$ cat config.mk
export PLATFORM = sky130hd
export DESIGN_NAME = alu_secuencial
export DESIGN_NICKNAME = d
export VERILOG_FILES = /design/src/rtl/alu_pkg.sv /design/src/rtl/alu_secuencial_unidad_iterativa.sv /design/src/rtl/alu_secuencial.sv
export SDC_FILE = /design/constraint.sdc
export NUM_CORES = 1
export LEC_CHECK = 0
export ABC_AREA = 1
export BUFFER_PORTS_ARGS = -buffer_cell sky130_fd_sc_hd__buf_4
export CORE_MARGIN = 1
export CORE_UTILIZATION = 35
export CTS_CLUSTER_SIZE = 28
export DETAILED_ROUTE_END_ITERATION = 8
export PLACE_DENSITY_LB_ADDON = 0.3
export SETUP_SLACK_MARGIN = 0.1
export SYNTH_ARGS = -nofsm -noshare
export SYNTH_HDL_FRONTEND = slang
export SYNTH_SLANG_ARGS = --single-unit
$ cat constraint.sdc
create_clock -name clk -period 2.05 [get_ports clk]
set_clock_uncertainty 0.05 [all_clocks]
set_input_delay 0.41 -clock clk [delete_from_list [all_inputs] [get_ports clk]]
set_output_delay 0.41 -clock clk [all_outputs]
set_load 0.02 [all_outputs]
$ cat src/rtl/alu_pkg.sv
// Shared types and constants for alu_secuencial: opcodes, FSM states, iterative-unit modes
// and the latency constants of the simple and iterative paths.
package alu_pkg;

    typedef enum logic [3:0] {
        OP_ADD = 4'b0000,
        OP_SUB = 4'b0001,
        OP_AND = 4'b0010,
        OP_OR  = 4'b0011,
        OP_XOR = 4'b0100,
        OP_SHL = 4'b0101,
        OP_SHR = 4'b0110,
        OP_MUL = 4'b0111,
        OP_DIV = 4'b1000,
        OP_MOD = 4'b1001
    } opcode_e;

    typedef enum logic [1:0] {
        REPOSO  = 2'b00,
        CALCULO = 2'b01,
        FIN     = 2'b10
    } estado_e;

    typedef enum logic {
        MODO_MUL = 1'b0,
        MODO_DIV = 1'b1
    } modo_e;

    localparam int LAT_SIMPLE = 1;

    function automatic int LAT_ITER(input int ancho_i);
        return ancho_i + 2;
    endfunction

endpackage

$ cat src/rtl/alu_secuencial_unidad_iterativa.sv
// Shared shift-add multiplier / restoring divider. The start edge performs the first step,
// then one step per edge; {hi,lo} hold product or {remainder,quotient}. Divider under ALU_DIV_EN.
module unidad_iterativa
    import alu_pkg::*;
#(
    parameter int ancho = 3
) (
    input  logic         clk,
    input  logic         rst,
    input  logic         start,
    input  modo_e        modo,
    input  logic [ancho:0] a,
    input  logic [ancho:0] b,
    output logic [ancho:0] hi,
    output logic [ancho:0] lo,
    output logic         done
);

    localparam int W  = ancho + 1;
    localparam int CW = $clog2(W);
    localparam logic [CW-1:0] ULTIMO = CW'(W - 2);

    logic [ancho:0] acc_q, acc_d;
    logic [ancho:0] sh_q, sh_d;
    logic [ancho:0] opnd_q, opnd_d;
    modo_e          modo_q, modo_d;
    logic [CW-1:0]  cnt_q, cnt_d;
    logic           run_q, run_d;

    logic [ancho:0] src_acc_s, src_sh_s, src_opnd_s;
    modo_e          src_modo_s;
    logic [W:0]     mul_sum_s;
`ifdef ALU_DIV_EN
    logic [W:0]     div_sh_s, div_dif_s;
`endif

    assign hi   = acc_q;
    assign lo   = sh_q;
    assign done = run_q && (cnt_q == ULTIMO);

    // Step source is the fresh operands on start, otherwise the working registers.
    always_comb begin
        if (start) begin
            src_acc_s  = {W{1'b0}};
            src_sh_s   = a;
            src_opnd_s = b;
            src_modo_s = modo;
        end else begin
            src_acc_s  = acc_q;
            src_sh_s   = sh_q;
            src_opnd_s = opnd_q;
            src_modo_s = modo_q;
        end

        mul_sum_s = {1'b0, src_acc_s} + (src_sh_s[0] ? {1'b0, src_opnd_s} : {(W+1){1'b0}});
`ifdef ALU_DIV_EN
        div_sh_s  = {src_acc_s, src_sh_s[ancho]};
        div_dif_s = div_sh_s - {1'b0, src_opnd_s};
`endif

        acc_d  = acc_q;
        sh_d   = sh_q;
        opnd_d = src_opnd_s;
        modo_d = src_modo_s;
        cnt_d  = cnt_q;
        run_d  = run_q;

        if (start) begin
            cnt_d = {CW{1'b0}};
            run_d = 1'b1;
        end else if (run_q) begin
            cnt_d = cnt_q + CW'(1'b1);
            run_d = (cnt_q != ULTIMO);
        end else begin
            run_d = 1'b0;
        end

        if (start || run_q) begin
            if (src_modo_s == MODO_MUL) begin
                acc_d = mul_sum_s[W:1];
                sh_d  = {mul_sum_s[0], src_sh_s[ancho:1]};
            end else begin
`ifdef ALU_DIV_EN
                // A clear top bit means the trial subtraction did not go negative.
                if (!div_dif_s[W]) begin
                    acc_d = div_dif_s[ancho:0];
                    sh_d  = {src_sh_s[ancho-1:0], 1'b1};
                end else begin
                    acc_d = div_sh_s[ancho:0];
                    sh_d  = {src_sh_s[ancho-1:0], 1'b0};
                end
`else
                acc_d = acc_q;
                sh_d  = sh_q;
`endif
            end
        end else begin
            acc_d = acc_q;
            sh_d  = sh_q;
        end
    end

    // Working registers of the iterative datapath.
    always_ff @(posedge clk or posedge rst) begin
        if (rst) begin
            acc_q  <= {W{1'b0}};
            sh_q   <= {W{1'b0}};
            opnd_q <= {W{1'b0}};
            modo_q <= MODO_MUL;
            cnt_q  <= {CW{1'b0}};
            run_q  <= 1'b0;
        end else begin
            acc_q  <= acc_d;
            sh_q   <= sh_d;
            opnd_q <= opnd_d;
            modo_q <= modo_d;
            cnt_q  <= cnt_d;
            run_q  <= run_d;
        end
    end

endmodule

$ cat src/rtl/alu_secuencial.sv
// Multi-cycle ALU feeding the flag controller: single-cycle ops, iterative MUL and
// (with ALU_DIV_EN defined) DIV/MOD, start/valid/busy handshake, registered outputs.
module alu_secuencial
    import alu_pkg::*;
#(
    parameter int ancho = 3
) (
    input  logic           clk,
    input  logic           rst,
    input  logic           inicio,
    input  logic [3:0]     opcode,
    input  logic [ancho:0] a,
    input  logic [ancho:0] b,
    output logic [ancho:0] resultado,
    output logic           carryOut,
    output logic           borrowOut,
    output logic           overflow,
    output logic           error,
    output logic           valido,
    output logic           ocupado
);

    localparam int W = ancho + 1;

    estado_e        estado_q, estado_d;
    logic [3:0]     op_q, op_d;
    logic [ancho:0] resultado_q, resultado_d;
    logic           carry_q, carry_d;
    logic           borrow_q, borrow_d;
    logic           ovf_q, ovf_d;
    logic           error_q, error_d;
    logic           valido_q, valido_d;
    logic           ocupado_q, ocupado_d;

    logic [ancho:0] res_s;
    logic           carry_s, borrow_s, ovf_s, error_s;
    logic           iter_s, escribe_s, start_s;
    modo_e          modo_s;
    logic [W:0]     suma_s, resta_s;
    logic [ancho:0] hi_s, lo_s;
    logic           done_s;

    assign suma_s  = {1'b0, a} + {1'b0, b};
    assign resta_s = {1'b0, a} - {1'b0, b};

    unidad_iterativa #(
        .ancho (ancho)
    ) u_iter (
        .clk   (clk),
        .rst   (rst),
        .start (start_s),
        .modo  (modo_s),
        .a     (a),
        .b     (b),
        .hi    (hi_s),
        .lo    (lo_s),
        .done  (done_s)
    );

    // Next-state, result selection and output update for accept and FIN edges.
    always_comb begin
        estado_d    = estado_q;
        op_d        = op_q;
        resultado_d = resultado_q;
        carry_d     = carry_q;
        borrow_d    = borrow_q;
        ovf_d       = ovf_q;
        error_d     = error_q;
        valido_d    = 1'b0;
        ocupado_d   = ocupado_q;
        res_s       = {W{1'b0}};
        carry_s     = 1'b0;
        borrow_s    = 1'b0;
        ovf_s       = 1'b0;
        error_s     = 1'b0;
        iter_s      = 1'b0;
        escribe_s   = 1'b0;
        start_s     = 1'b0;
        modo_s      = MODO_MUL;

        case (estado_q)
            REPOSO: begin
                if (inicio) begin
                    op_d      = opcode;
                    escribe_s = 1'b1;
                    case (opcode)
                        OP_ADD: begin
                            res_s   = suma_s[ancho:0];
                            carry_s = suma_s[W];
                            ovf_s   = (a[ancho] == b[ancho]) && (suma_s[ancho] != a[ancho]);
                        end
                        OP_SUB: begin
                            res_s    = resta_s[ancho:0];
                            borrow_s = resta_s[W];
                            ovf_s    = (a[ancho] != b[ancho]) && (resta_s[ancho] != a[ancho]);
                        end
                        OP_AND: res_s = a & b;
                        OP_OR:  res_s = a | b;
                        OP_XOR: res_s = a ^ b;
                        OP_SHL: begin
                            res_s   = {a[ancho-1:0], 1'b0};
                            carry_s = a[ancho];
                        end
                        OP_SHR: begin
                            res_s   = {1'b0, a[ancho:1]};
                            carry_s = a[0];
                        end
                        OP_MUL: iter_s = 1'b1;
`ifdef ALU_DIV_EN
                        OP_DIV, OP_MOD: begin
                            // Divide by zero is resolved at accept without starting the divider.
                            if (b == {W{1'b0}}) begin
                                error_s = 1'b1;
                                res_s   = (opcode == OP_DIV) ? {W{1'b1}} : a;
                            end else begin
                                iter_s = 1'b1;
                                modo_s = MODO_DIV;
                            end
                        end
`endif
                        default: error_s = 1'b1;
                    endcase
                    if (iter_s) begin
                        start_s   = 1'b1;
                        escribe_s = 1'b0;
                        estado_d  = CALCULO;
                        ocupado_d = 1'b1;
                    end else begin
                        estado_d = REPOSO;
                    end
                end else begin
                    estado_d = REPOSO;
                end
            end
            CALCULO: begin
                if (done_s) begin
                    estado_d = FIN;
                end else begin
                    estado_d = CALCULO;
                end
            end
            FIN: begin
                estado_d  = REPOSO;
                ocupado_d = 1'b0;
                escribe_s = 1'b1;
                case (op_q)
                    OP_MUL: begin
                        res_s   = lo_s;
                        carry_s = |hi_s;
                        ovf_s   = |hi_s;
                    end
`ifdef ALU_DIV_EN
                    OP_DIV: res_s = lo_s;
                    OP_MOD: res_s = hi_s;
`endif
                    default: error_s = 1'b1;
                endcase
            end
            default: begin
                estado_d  = REPOSO;
                ocupado_d = 1'b0;
            end
        endcase

        if (escribe_s) begin
            resultado_d = res_s;
            carry_d     = carry_s;
            borrow_d    = borrow_s;
            ovf_d       = ovf_s;
            error_d     = error_s;
            valido_d    = 1'b1;
        end else begin
            valido_d = 1'b0;
        end
    end

    // FSM state, captured opcode and registered outputs.
    always_ff @(posedge clk or posedge rst) begin
        if (rst) begin
            estado_q    <= REPOSO;
            op_q        <= 4'b0000;
            resultado_q <= {W{1'b0}};
            carry_q     <= 1'b0;
            borrow_q    <= 1'b0;
            ovf_q       <= 1'b0;
            error_q     <= 1'b0;
            valido_q    <= 1'b0;
            ocupado_q   <= 1'b0;
        end else begin
            estado_q    <= estado_d;
            op_q        <= op_d;
            resultado_q <= resultado_d;
            carry_q     <= carry_d;
            borrow_q    <= borrow_d;
            ovf_q       <= ovf_d;
            error_q     <= error_d;
            valido_q    <= valido_d;
            ocupado_q   <= ocupado_d;
        end
    end

    assign resultado = resultado_q;
    assign carryOut  = carry_q;
    assign borrowOut = borrow_q;
    assign overflow  = ovf_q;
    assign error     = error_q;
    assign valido    = valido_q;
    assign ocupado   = ocupado_q;

endmodule
==> After elaboration in Yosys (flattened, before gate mapping) <==
Cells that the tools add are included.
Widths: inputs -> output; s select.
{ "op_classes": {"reduce_logical": 12, "muxes": 44, "bitwise_logic": 5, "addsub": 4, "n_eq_ne": 18} }
{ "op_table": {"columns": ["cell", "n"], "rows": [
  ["$pmux 4 s7", 1],
  ["$mux 1", 24],
  ["$mux 4", 6],
  ["$eq 4x3->1 const B", 5],
  ["$pmux 1 s2", 6],
  ["$eq 4x2->1 const B", 2],
  ["$mux 2", 4],
  ["$pmux 4 s2", 1],
  ["$reduce_or 8->1", 1],
  ["$ne 2x2->1 const B", 3],
  ["$add 4x4->5", 1],
  ["$add 4x5->5", 1],
  ["$sub 4x4->5", 1],
  ["$and 4x4->4", 1],
  ["$eq 2x2->1 const B", 2],
  ["$eq 4x1->1 const B", 1],
  ["$logic_not 4->1", 1],
  ["$or 4x4->4", 1],
  ["$pmux 2 s2", 1],
  ["$reduce_and 2->1", 2],
  ["$reduce_or 4->1", 1],
  ["$xor 4x4->4", 1],
  ["$logic_and 1x1->1", 3],
  ["$ne 1x1->1", 3],
  ["9 further kinds", 10]
]} }
{ "word_totals": {"elab_cells": 98, "reg_bits": 32, "in_bits": 15, "out_inout_bits": 10} }

==> Logic depth before layout (Yosys ltp) <==
Gate-level depths: netlist (run 1).
{ "logic_depth": {"word_depth": 10, "ltp_mapped": 17, "depth_no_buf": 17} }

==> Hierarchy <==
Synthesis (run 1) repeated with hierarchy kept, for this count alone.
{ "hier_totals": {"cells_unflattened": 315, "area_unflattened_um2": 2323.5} }
{ "modules_own_cells": {"columns": ["module", "cells_each", "seq_area_each_um2", "area_each_um2", "n_inst"], "rows": [
  ["alu_secuencial", 203, 400.4, 1356.3, 1],
  ["unidad_iterativa", 112, 400.4, 967.2, 1]
]} }

==> Worst setup path before layout (run 1) <==
No wires, ideal clock.
{ "synth_path": {"kind": "reg-to-reg", "from": "register estado_q[0]", "to": "register u_iter.acc_q[1], in the netlist u_iter.hi[1]", "path_buffers": 1, "required_ns": 1.874, "t_arrival_ns": 1.993, "stages_incl_launch_ff": 15, "setup_slack_ns": -0.118, "period_less_slack_ns": 2.168, "setup_time_ns": 0.126, "path_cell_list": "dfrtp_1 > nor2_2 > nand2_2 > nor2_8 > buf_6 > nand2_2 > o21ai_2 > nor2_1 > ha_1 > inv_1 > fa_1 > inv_1 > or2_2 > nand3_1 > o21ai_0"} }
{ "synth_via": {"elab_chain_cells": 5, "word_cells_on_any_way": 11, "cone_classes": "1 x add/sub; 6 x mux; 1 x bitwise; 3 x reduce/logical"} }
{ "synth_lines": {"columns": ["element", "line_no", "rtl"], "rows": [
  ["from (decl)", "alu_secuencial.sv:25", "estado_e estado_q, estado_d;"],
  ["from (signal assigned)", "alu_secuencial.sv:190", "estado_q <= estado_d;"],
  ["$logic_not 2->1 (*)", "alu_secuencial.sv:81", "case (estado_q)"],
  ["$mux 1 (*)", "alu_secuencial.sv:81", null],
  ["$mux 4 or $mux 1 (tied branches)", "alu_secuencial_unidad_iterativa.sv:43", "if (start) begin"],
  ["$mux 4 or $not 1->1 (tied branches)", null, null],
  ["$add 4x5->5 or $reduce_and 2->1 (tied branches)", null, null],
  ["to (signal assigned)", "alu_secuencial_unidad_iterativa.sv:106", "acc_q <= {W{1'b0}};"],
  ["to (decl)", "alu_secuencial_unidad_iterativa.sv:23", "logic [ancho:0] acc_q, acc_d;"]
]} }
Mark *: on every way between the ends. The rest lies on a longest branch, timed or not.
A chain may end at the register's enable or synchronous reset.

==> Worst setup path after layout (run 1) <==
{ "layout_path": {"from": "register estado_q[0]", "to": "register u_iter.acc_q[3], in the netlist u_iter.hi[3]"} }
{ "layout_via": {"elab_chain_cells": 5, "word_cells_on_any_way": 11, "cone_classes": "1 x add/sub; 6 x mux; 1 x bitwise; 3 x reduce/logical"} }
{ "layout_lines": {"columns": ["element", "line_no", "rtl"], "rows": [
  ["$logic_not 2->1", "alu_secuencial.sv:81", null],
  ["$mux 1", "alu_secuencial.sv:81", null],
  ["$mux 4", "alu_secuencial_unidad_iterativa.sv:43", null],
  ["named net u_iter.opnd_d[0]", "alu_secuencial_unidad_iterativa.sv:25", "logic [ancho:0] opnd_q, opnd_d;"],
  ["$mux 4", "alu_secuencial_unidad_iterativa.sv:55", "mul_sum_s = {1'b0, src_acc_s} + (src_sh_s[0] ? {1'b0, src_opnd_s} : {(W+1){1'b0}});"],
  ["$add 4x5->5", "alu_secuencial_unidad_iterativa.sv:55", null]
]} }
The timed path passes the listed nets, and every way through them passes these cells.

==> reports/results.txt, run 1 <==
largest net degree at the start of global routing = 33
Core Box Area = 6030 µm²
final worst-path cycle share = 106%
Sw Pwr = 1.06 mW
Synth cell types = 35
violated checks = negative setup slack
Worst EP arrival = 2340 ps
CTS H-tree lvls = 2
die width = 81.9 µm
GP Congestion = 0.946
leakage = 1.56 nW
YS warnings = 0
Area Overhead vs Synth = 30.3%
IO Count = 25
total global-route track usage = 18.7%
iteration-0 DRC count of the detailed router = 157
Reg power frac = 36.2%
asr flop ratio synth = 100%
Worst VDD drop = 0.000442 V
Comb power frac = 45.6%
max cap viols = 0
Worst setup SP type = flop
Slew Viols, Final = 0
detailed-route via count = 2086
crit path max fanout = 7
dpl hpwl = 4240 µm
Die Ht = 81.9 µm
syn_area_per_cell = 7.50 µm²
multi-input logic area = 1240 µm²
Max Root-Sink Buffers = 2
hold_buf cts = 0
Synthesized Nets = 333
Die ar. = 6710 µm²
via/cell ratio = 4.75
Post-synth EDFFs = 0
Power Density = 945 nW/µm²
outcome = finished, violations left
Cells after Synth = 298
DRC = 0
final wirelength = 5520 µm
# setup viols final = 4
Final Cell Area = 2910 µm²
CTS tree = yes
synthesis-stage register bit count = 32
share of cells above drive strength 1 = 28.8%
Clock Pin Slew Worst Setup and Hold Paths = 70 ps
Final Critical Period = 2180 ps
clk_lat worst skew = 290 ps
vias in the first global route = 2007
Initial Utilization = 37.1%
slew at the pin closest to its max-slew limit = 491 ps
final core utilization = 48.4%
final hold vios = 0
clock share of power = 18.2%
first-pass GRT wire length = 9440 µm
mapped cell area = 2240 µm²
Setup TNS = -332 ps
CTS root buffer = clkbuf_8
Sw Ratio = 38.5%
antenna violations before repair = 0
leading cell types in the layout, fill and taps excluded = 63 x nand2_1, 60 x buf_4, 45 x inv_1
CTS buffer count = 5
# diodes = 0
post-synthesis sequential area ratio = 35.8%
Crit. End Element = flop
max frequency = 459 MHz
RSZ-0062 raised after global routing = true
Setup Crit Path Kind = flop to flop
final worst slack = -129 ps
Pre-antenna DRT Iters = 4
commonest non-fill, non-tap cell in the layout = nand2_1
remaining antenna violation count after routing = 0
total gr overflow = 0
Port Buffers = 24
area post-placement = 2740 µm²
critical path data required time = 2210 ps
Worst Hold Class = primary input to async pin
sequential cell area = 801 µm²
Final Net Count = 398
Layout fillers = 599
Routed WL per cell = 12.6 µm
slew margin rel. = 66.8%
internal power consumption = 1.69 mW
Primary FF master, synth = dfrtp_1
# rows = 28
Num Clock Sinks = 32
## stage by stage
step           power, mW  hold slack [ps]  instances  setup WS, ps
2_1_floorplan       1.78              393        298         -98.8
3_3_place_gp        2.17              409        421          -250
3_5_place_dp        2.20              411        421          -327
4_1_cts             2.76              168        438          -135
5_1_grt             3.00              204        439          -284
6_report            2.75              161        439          -129
## flip-flops by register name, indices dropped and copies added, names as in the netlist
signal	count
borrowOut	1
u_iter.lo	4
valido	1
u_iter.run_q	1
carryOut	1
error	1
u_iter.modo_q	1
u_iter.opnd_q	4
ocupado	1
u_iter.hi	4
estado_q	2
op_q	4
u_iter.cnt_q	2
resultado	4
overflow	1
## cells by family after synthesis
family / share of synthesized area [%]
DFF: 35.8
buffers and inverters: 10.4
xor gates and xnor gates: 0.392
AOI/OAI and AO/OA: 12.1
and+or+nand+nor: 29.0
adders and majority gates: 12.2
## worst paths after layout
path	end	cells after the start	slack [ps]	startpoint
worst max-delay path	u_iter.hi[3]	15	-130	estado_q[0]
worst min-delay path	estado_q[1]	3	160	rst
worst max register to register	u_iter.hi[3]	15	-130	estado_q[0]
worst min register to register	u_iter.opnd_q[0]	2	430	u_iter.opnd_q[0]
max in group asynchronous	u_iter.hi[3]	3	1480	rst
min in group clk	u_iter.lo[2]	3	410	a[3]
## layer usage
layer  GRT usage, %  routed length (µm)
met1           25.1                2540
met2           30.5                2600
met3           4.33                 333
met4           4.39                  46
met5              0                   0
## final cells by class
class / instances / share of cell area, %
inverter: 54 / 7.56
clock buffer: 6 / 2.83
timing repair buffer: 61 / 16.1
tap: 75 / 3.22
sequential: 32 / 27.5
multi-input combinational: 209 / 42.4
clock inverter: 2 / 0.343
## Yosys cell counts (2+ instances only)
cell type,number,area share [%]
nand2_1,65,11
inv_1,47,7.9
nor2_1,35,5.9
dfrtp_1,32,36
nand3_1,29,6.5
o21ai_0,18,4.0
ha_1,17,9.5
a21oi_1,7,1.6
inv_2,6,1.0
o21ai_2,6,2.4
fa_1,3,2.7
nor3_1,3,0.67
a21oi_2,2,0.78
buf_6,2,1.0
nand2_2,2,0.56
nor2_2,2,0.56
nor2_4,2,1.0
o21ai_1,2,0.45
or2_2,2,0.56
## timing repair
action	CTS	global route
setup endpoints to repair	4	4
setup buffers	9	1
resized for setup	3	0
pin swaps	6	3
gates cloned	0	0
hold endpoints to repair	0	0
## power groups by stage
| stage | registers, mW | logic [mW] | clock network (mW) |
|---|---|---|---|
| final | 0.997 | 1.26 | 0.500 |
| after floorplan | 1.05 | 0.733 | 0 |
| after CTS | 0.995 | 1.25 | 0.519 |
| after global routing | 1.02 | 1.42 | 0.561 |
| after global placement | 1.00 | 1.17 | 0 |
| after detailed placement | 1.00 | 1.19 | 0 |
## worst max-delay path: stages (launching register included)
cell and delay [ps]:
dfrtp_1 390, nor2_2 110, nand2_2 110, nor2_8 150, inv_6 60, o21ai_2 140
inv_1 80, nor2_2 110, ha_2 180, inv_2 40, fa_2 320, inv_2 70
nand2_2 50, a21oi_2 110, o21ai_1 60, o21ai_1 70
(Power assumes the default switching activity.)
==> run 2: changes to the inputs <==
--- a/config.mk
+++ b/config.mk
@@ -7,11 +7,13 @@
 export LEC_CHECK = 0
 export ABC_AREA = 1
 export BUFFER_PORTS_ARGS = -buffer_cell sky130_fd_sc_hd__buf_4
+export CORE_ASPECT_RATIO = 0.6
 export CORE_MARGIN = 1
 export CORE_UTILIZATION = 35
 export CTS_CLUSTER_SIZE = 28
 export DETAILED_ROUTE_END_ITERATION = 8
 export PLACE_DENSITY_LB_ADDON = 0.3
+export REMOVE_ABC_BUFFERS = 1
 export SETUP_SLACK_MARGIN = 0.1
 export SYNTH_ARGS = -nofsm -noshare
 export SYNTH_HDL_FRONTEND = slang
==> run 2 against run 1 <==
  * The flow still finishes with violations (negative setup slack)
  * Cell count shrank 1.1%
  * Clock power grew 1%
  * Utilization shrank 2.8 points
  * Worst setup slack gained 4.5 ps
  * Count of clock-buffer cells in the layout is the same
  * Critical path type unchanged
==> reports/results.txt, run 2 (synthesis results as in run 1) <==
Fin Hold WS = 168 ps (was 161 ps)
Initial Utilization = 36.4% (was 37.1%)
outcome = finished, violations left (unchanged)
crit path from = estado_q[0] (unchanged)
total power = 2.68 mW (was 2.75 mW)
DRC = 0 (unchanged)
RSZ-0062 raised after global routing = true (unchanged)
dpl hpwl = 4580 µm (was 4240 µm)
first-pass GRT wire length = 9490 µm (was 9440 µm)
Area Overhead vs Synth = 25.1% (was 30.3%)
Layout fillers = 646 (was 599)
worst reg2reg path startpoint = estado_q[0] (unchanged)
Setup Crit Path Kind = flop to flop (unchanged)
largest net degree at the start of global routing = 33 (unchanged)
Worst VDD drop = 0.000436 V (was 0.000442 V)
remaining antenna violation count after routing = 0 (unchanged)
clk_lat worst skew = 280 ps (was 290 ps)
final worst-path cycle share = 106% (about the same)
Final Net Count = 384 (was 398)
r2r setup slk = -130 ps (about the same)
# rows = 22 (was 28)
max frequency = 460 MHz (was 459 MHz)
antenna violations before repair = 0 (unchanged)
# diodes = 0 (unchanged)
Die Ht = 63.9 µm (was 81.9 µm)
crit path max fanout = 7 (unchanged)
CTS root buffer = clkbuf_8 (unchanged)
final wirelength = 5740 µm (was 5520 µm)
CP Cell Sequence = nor2_2 -> nand2_2 -> nor2_8 -> inv_6 -> o21ai_4 -> inv_1 -> nor2_1 -> ha_2 -> inv_2 -> fa_2 -> inv_2 -> nand2_2 -> a21oi_2 -> o21ai_1 -> o21ai_1 (was nor2_2 -> nand2_2 -> nor2_8 -> inv_6 -> o21ai_2 -> inv_1 -> nor2_2 -> ha_2 -> inv_2 -> fa_2 -> inv_2 -> nand2_2 -> a21oi_2 -> o21ai_1 -> o21ai_1)
CTS tree = yes (unchanged)
worst r2r dst = u_iter.hi[3] (unchanged)
total gr overflow = 0 (unchanged)
leakage = 1.48 nW (was 1.56 nW)
Crit. End Element = flop (unchanged)
Routed WL per cell = 13.2 µm (was 12.6 µm)
Worst Hold Class = primary input to async pin (unchanged)
slew at the pin closest to its max-slew limit = 584 ps (was 491 ps)
slew margin rel. = 60.6% (was 66.8%)
Core Box Area = 6140 µm² (was 6030 µm²)
WP depth = 15 (unchanged)
iteration-0 DRC count of the detailed router = 157 (unchanged)
Worst setup SP type = flop (unchanged)
critical path data required time = 2200 ps (was 2210 ps)
leading cell types in the layout, fill and taps excluded = 63 x nand2_1, 47 x buf_4, 45 x inv_1 (was 63 x nand2_1, 60 x buf_4, 45 x inv_1)
Worst EP arrival = 2330 ps (was 2340 ps)
violated checks = negative setup slack (unchanged)
die width = 105 µm (was 81.9 µm)
Power Density = 959 nW/µm² (was 945 nW/µm²)
total global-route track usage = 18.6% (was 18.7%)
Die ar. = 6720 µm² (was 6710 µm²)
max cap viols = 0 (unchanged)
Pre-antenna DRT Iters = 5 (was 4)
detailed-route via count = 2060 (was 2086)
Clock Pin Slew Worst Setup and Hold Paths = 70 ps (about the same)
max incr delay on CP = 390 ps (about the same)
Port Buffers = 24 (unchanged)
Max Root-Sink Buffers = 2 (unchanged)
vias in the first global route = 1896 (was 2007)
Largest delay share family, worst path = simple AND/OR/NAND/NOR gates (unchanged)
CTS H-tree lvls = 2 (unchanged)
worst setup path end = u_iter.hi[3] (unchanged)
final hold vios = 0 (unchanged)
Final Critical Period = 2180 ps (about the same)
CTS buffer count = 5 (unchanged)
commonest non-fill, non-tap cell in the layout = nand2_1 (unchanged)
worst path bufs/invs = 4 (unchanged)
final worst slack = -125 ps (was -129 ps)
hold_buf cts = 0 (unchanged)
Slew Viols, Final = 0 (unchanged)
IO Count = 25 (unchanged)
share of cells above drive strength 1 = 26.3% (was 28.8%)
r2r worst-path depth = 15 (unchanged)
GP Congestion = 0.858 (was 0.946)
slowest stage cell, crit path = dfrtp_1 (unchanged)
# setup viols final = 4 (unchanged)
Num Clock Sinks = 32 (unchanged)
via/cell ratio = 4.75 (about the same)
-- run 2: cell count changes in the layout (fill, tap and decap cells not counted) --
cell / change
buf_4: -13
o21ai_1: -2
buf_12: -1
inv_12: -1
inv_2: +1
nand2_2: +1
nand2_4: -1
nand3_1: -1
nand3_2: +1
nor2_1: +1
nor2_2: -1
o21ai_0: +1
o21ai_2: +1
-- run 2: worst min-delay path by stage --
stage / slack [ps] / end / startpoint
6_report: 170 / ocupado / rst
5_1_grt: 210 / ocupado / rst
4_1_cts: 190 / valido / rst
3_5_place_dp: 410 / u_iter.opnd_q[0] / u_iter.opnd_q[0]
3_3_place_gp: 400 / u_iter.opnd_q[2] / u_iter.opnd_q[2]
2_1_floorplan: 390 / u_iter.opnd_q[0] / u_iter.opnd_q[0]
-- run 2: per-layer routing --
metal | track usage, % | wire length, µm | vias up
met3 | 6.53 | 497 | 4
li1 | - | - | 1048
met2 | 22.9 | 2070 | 75
met1 | 29.8 | 3160 | 933
met5 | 0 | 0 | -
met4 | 2.99 | 14 | 0
-- run 2: layout make-up --
cell class	instances	area [µm²]	area share, %
timing repair buffer	47	353	12.6
multi-input combinational	209	1240	44.3
sequential	32	801	28.6
clock inverter	2	10.0	0.358
tap	84	105	3.76
inverter	54	208	7.43
clock buffer	6	82.6	2.95
-- run 2: report_power, final --
group          leakage, nW  total (mW)  internal (mW)  switching [mW]
registers            0.402       0.991          0.866           0.125
clock network       0.0510       0.505          0.268           0.238
logic                 1.03        1.19          0.487           0.700
-- run 2: worst reg2reg max path: stages (launching register included) --
cell	delay [ps]
dfrtp_1	390
nor2_2	120
nand2_2	110
nor2_8	160
inv_6	70
o21ai_4	120
inv_1	50
nor2_1	90
ha_2	180
inv_2	40
fa_2	330
inv_2	70
nand2_2	60
a21oi_2	120
o21ai_1	60
o21ai_1	80
-- run 2: what timing repair did --
| action | CTS | global route |
|---|---|---|
| buffers inserted | 1 | 1 |
| gates resized for setup | 7 | 8 |
| pin swaps | 3 | 3 |
| endpoints found under the setup margin | 4 | 4 |
-- run 2: stage by stage --
step	cells	cell area (µm²)	utilization [%]	TNS [ps]	setup slack, ps
global placement	424	2650	43.2	-802	-264
global route	434	2800	45.6	-957	-285
CTS	433	2760	44.9	-306	-120
finish	434	2800	45.6	-333	-125
detailed placement	424	2650	43.2	-924	-293
floorplan	295	2210	-	-832	-267
==> run 3: changes to the inputs <==
==> constraint.sdc (replaced) <==
create_clock -name clk -period 2.7 [get_ports clk]
set_clock_uncertainty 0.05 [all_clocks]
set_input_delay 0.54 -clock clk [delete_from_list [all_inputs] [get_ports clk]]
set_output_delay 0.54 -clock clk [all_outputs]
set_load 0.02 [all_outputs]
==> run 3 against run 2 <==
  * The flow now finishes without violations
  * First-iteration DRC count down 9.6%
  * Via count down 2.4%
  * Hold slack better by 120 ps
  * Worst setup slack better by 460 ps
  * Global-route usage down 0.12 points
  * Critical path depth up 1
  * Critical path type is now primary input to flop
  * Critical endpoint is now u_iter.hi[1]
==> reports/results.txt, run 3 (synthesis results as in run 1) <==
Worst EP arrival = 2480 ps (was 2330 ps)
Final Net Count = 369 (was 384)
Slew Viols, Final = 0 (unchanged)
Power Density = 759 nW/µm² (was 959 nW/µm²)
r2r worst-path depth = 14 (was 15)
Final Critical Period = 2370 ps
leading cell types in the layout, fill and taps excluded = 65 x nand2_1, 47 x inv_1, 35 x nor2_1 (was 63 x nand2_1, 47 x buf_4, 45 x inv_1)
first-pass GRT wire length = 9450 µm (was 9490 µm)
Num Clock Sinks = 32 (unchanged)
Die ar. = 6720 µm² (unchanged)
RSZ-0062 raised after global routing = false (was true)
Core Box Area = 6140 µm² (unchanged)
Pre-antenna DRT Iters = 4 (was 5)
crit path max fanout = 6 (was 7)
Worst Hold Class = primary input to async pin (unchanged)
dpl hpwl = 4490 µm (was 4580 µm)
Die Ht = 63.9 µm (unchanged)
final worst slack = 332 ps (was -125 ps)
Initial Utilization = 36.4% (unchanged)
antenna violations before repair = 0 (unchanged)
total gr overflow = 0 (unchanged)
via/cell ratio = 4.80 (was 4.75)
total global-route track usage = 18.4% (was 18.6%)
critical path data required time = 2810 ps (was 2200 ps)
Worst VDD drop = 0.000379 V (was 0.000436 V)
detailed-route via count = 2011 (was 2060)
largest net degree at the start of global routing = 33 (unchanged)
CTS H-tree lvls = 2 (unchanged)
GP Congestion = 0.903 (was 0.858)
Worst setup SP type = primary input (was flop)
sequential cell area = 802 µm² (was 801 µm²)
final wirelength = 5660 µm (was 5740 µm)
# rows = 22 (unchanged)
Crit. End Element = flop (unchanged)
clk_lat worst skew = 290 ps (was 280 ps)
Routed WL per cell = 13.5 µm (was 13.2 µm)
# diodes = 0 (unchanged)
IO Count = 25 (unchanged)
Max Root-Sink Buffers = 2 (unchanged)
Layout fillers = 627 (was 646)
CTS root buffer = clkbuf_8 (unchanged)
share of cells above drive strength 1 = 20.0% (was 26.3%)
max cap viols = 0 (unchanged)
Setup TNS = 0 ps (was -333 ps)
commonest non-fill, non-tap cell in the layout = nand2_1 (unchanged)
slew margin rel. = 61.0% (was 60.6%)
vias in the first global route = 1906 (was 1896)
slew at the pin closest to its max-slew limit = 578 ps (was 584 ps)
max frequency = 422 MHz
CTS tree = yes (unchanged)
iteration-0 DRC count of the detailed router = 142 (was 157)
Setup Crit Path Kind = primary input to flop (was flop to flop)
remaining antenna violation count after routing = 0 (unchanged)
Port Buffers = 24 (unchanged)
Area Overhead vs Synth = 19.3% (was 25.1%)
outcome = finished clean (was finished, violations left)
die width = 105 µm (unchanged)
CTS buffer count = 5 (unchanged)
# setup viols final = 0 (was 4)
DRC = 0 (unchanged)
multi-input logic area = 1210 µm² (was 1240 µm²)
final hold vios = 0 (unchanged)
leakage = 1.42 nW (was 1.48 nW)
dpl ws = 49.3 ps (was -293 ps)
final worst-path cycle share = 87.7%
Clock Pin Slew Worst Setup and Hold Paths = 70 ps (about the same)
## run 3: worst paths after layout
check | from | endpoint | slack [ps]
worst min-delay path | rst | op_q[3] | 290
min in group clk | u_iter.opnd_q[0] | u_iter.opnd_q[0] | 420
worst max-delay path | opcode[2] | u_iter.hi[1] | 330
max in group asynchronous | rst | estado_q[0] | 2000
worst min register to register | u_iter.opnd_q[0] | u_iter.opnd_q[0] | 420
worst max register to register | estado_q[0] | u_iter.hi[1] | 340
## run 3: metrics by stage
step	utilization [%]	power (mW)	cells	cell area, µm²	hold slack (ps)
after global placement	41.1	1.57	407	2520	406
after floorplan	-	1.31	295	2210	393
final	43.5	2.02	419	2670	286
after global routing	43.5	2.19	419	2670	324
after CTS	42.9	2.03	415	2630	300
after detailed placement	41.1	1.57	407	2520	409
## run 3: what timing repair did
item                       4_1_cts  5_1_grt
setup endpoints to repair        0        2
hold buffers                     0        0
gates resized for setup          0        2
setup buffers                    0        4
## run 3: cell type report
type / count / share of cell area, %
Sequential cell: 32 / 30.1
Tap cell: 84 / 3.94
Clock buffer: 6 / 2.72
Inverter: 54 / 7.69
Clock inverter: 2 / 1.31
Timing Repair Buffer: 32 / 9.01
Multi-Input combinational cell: 209 / 45.3
## run 3: worst max-delay path, cell delays in order
cell and delay, ps:
buf_4 100, inv_2 50, nor2_4 170, nand2_4 100, nor2_8 130, buf_4 140, buf_4 110, buf_4 140
nor2_1 50, ha_1 180, inv_1 90, fa_1 180, inv_1 50, or2_2 260, nand3_1 90, o21ai_0 80
## run 3: report_power, final
group	switching [mW]	total, mW	internal [mW]
Combinational	0.491	0.808	0.317
Clock	0.180	0.453	0.274
Sequential	0.103	0.762	0.659
Total	0.774	2.02	1.25
## run 3: metal layers
layer	vias to the layer above	GRT usage, %	wire length, µm
met5	-	0	0
met4	0	4.40	38
met3	6	3.67	541
met2	70	23.4	2010
met1	918	30.4	3070
li1	1017	-	-
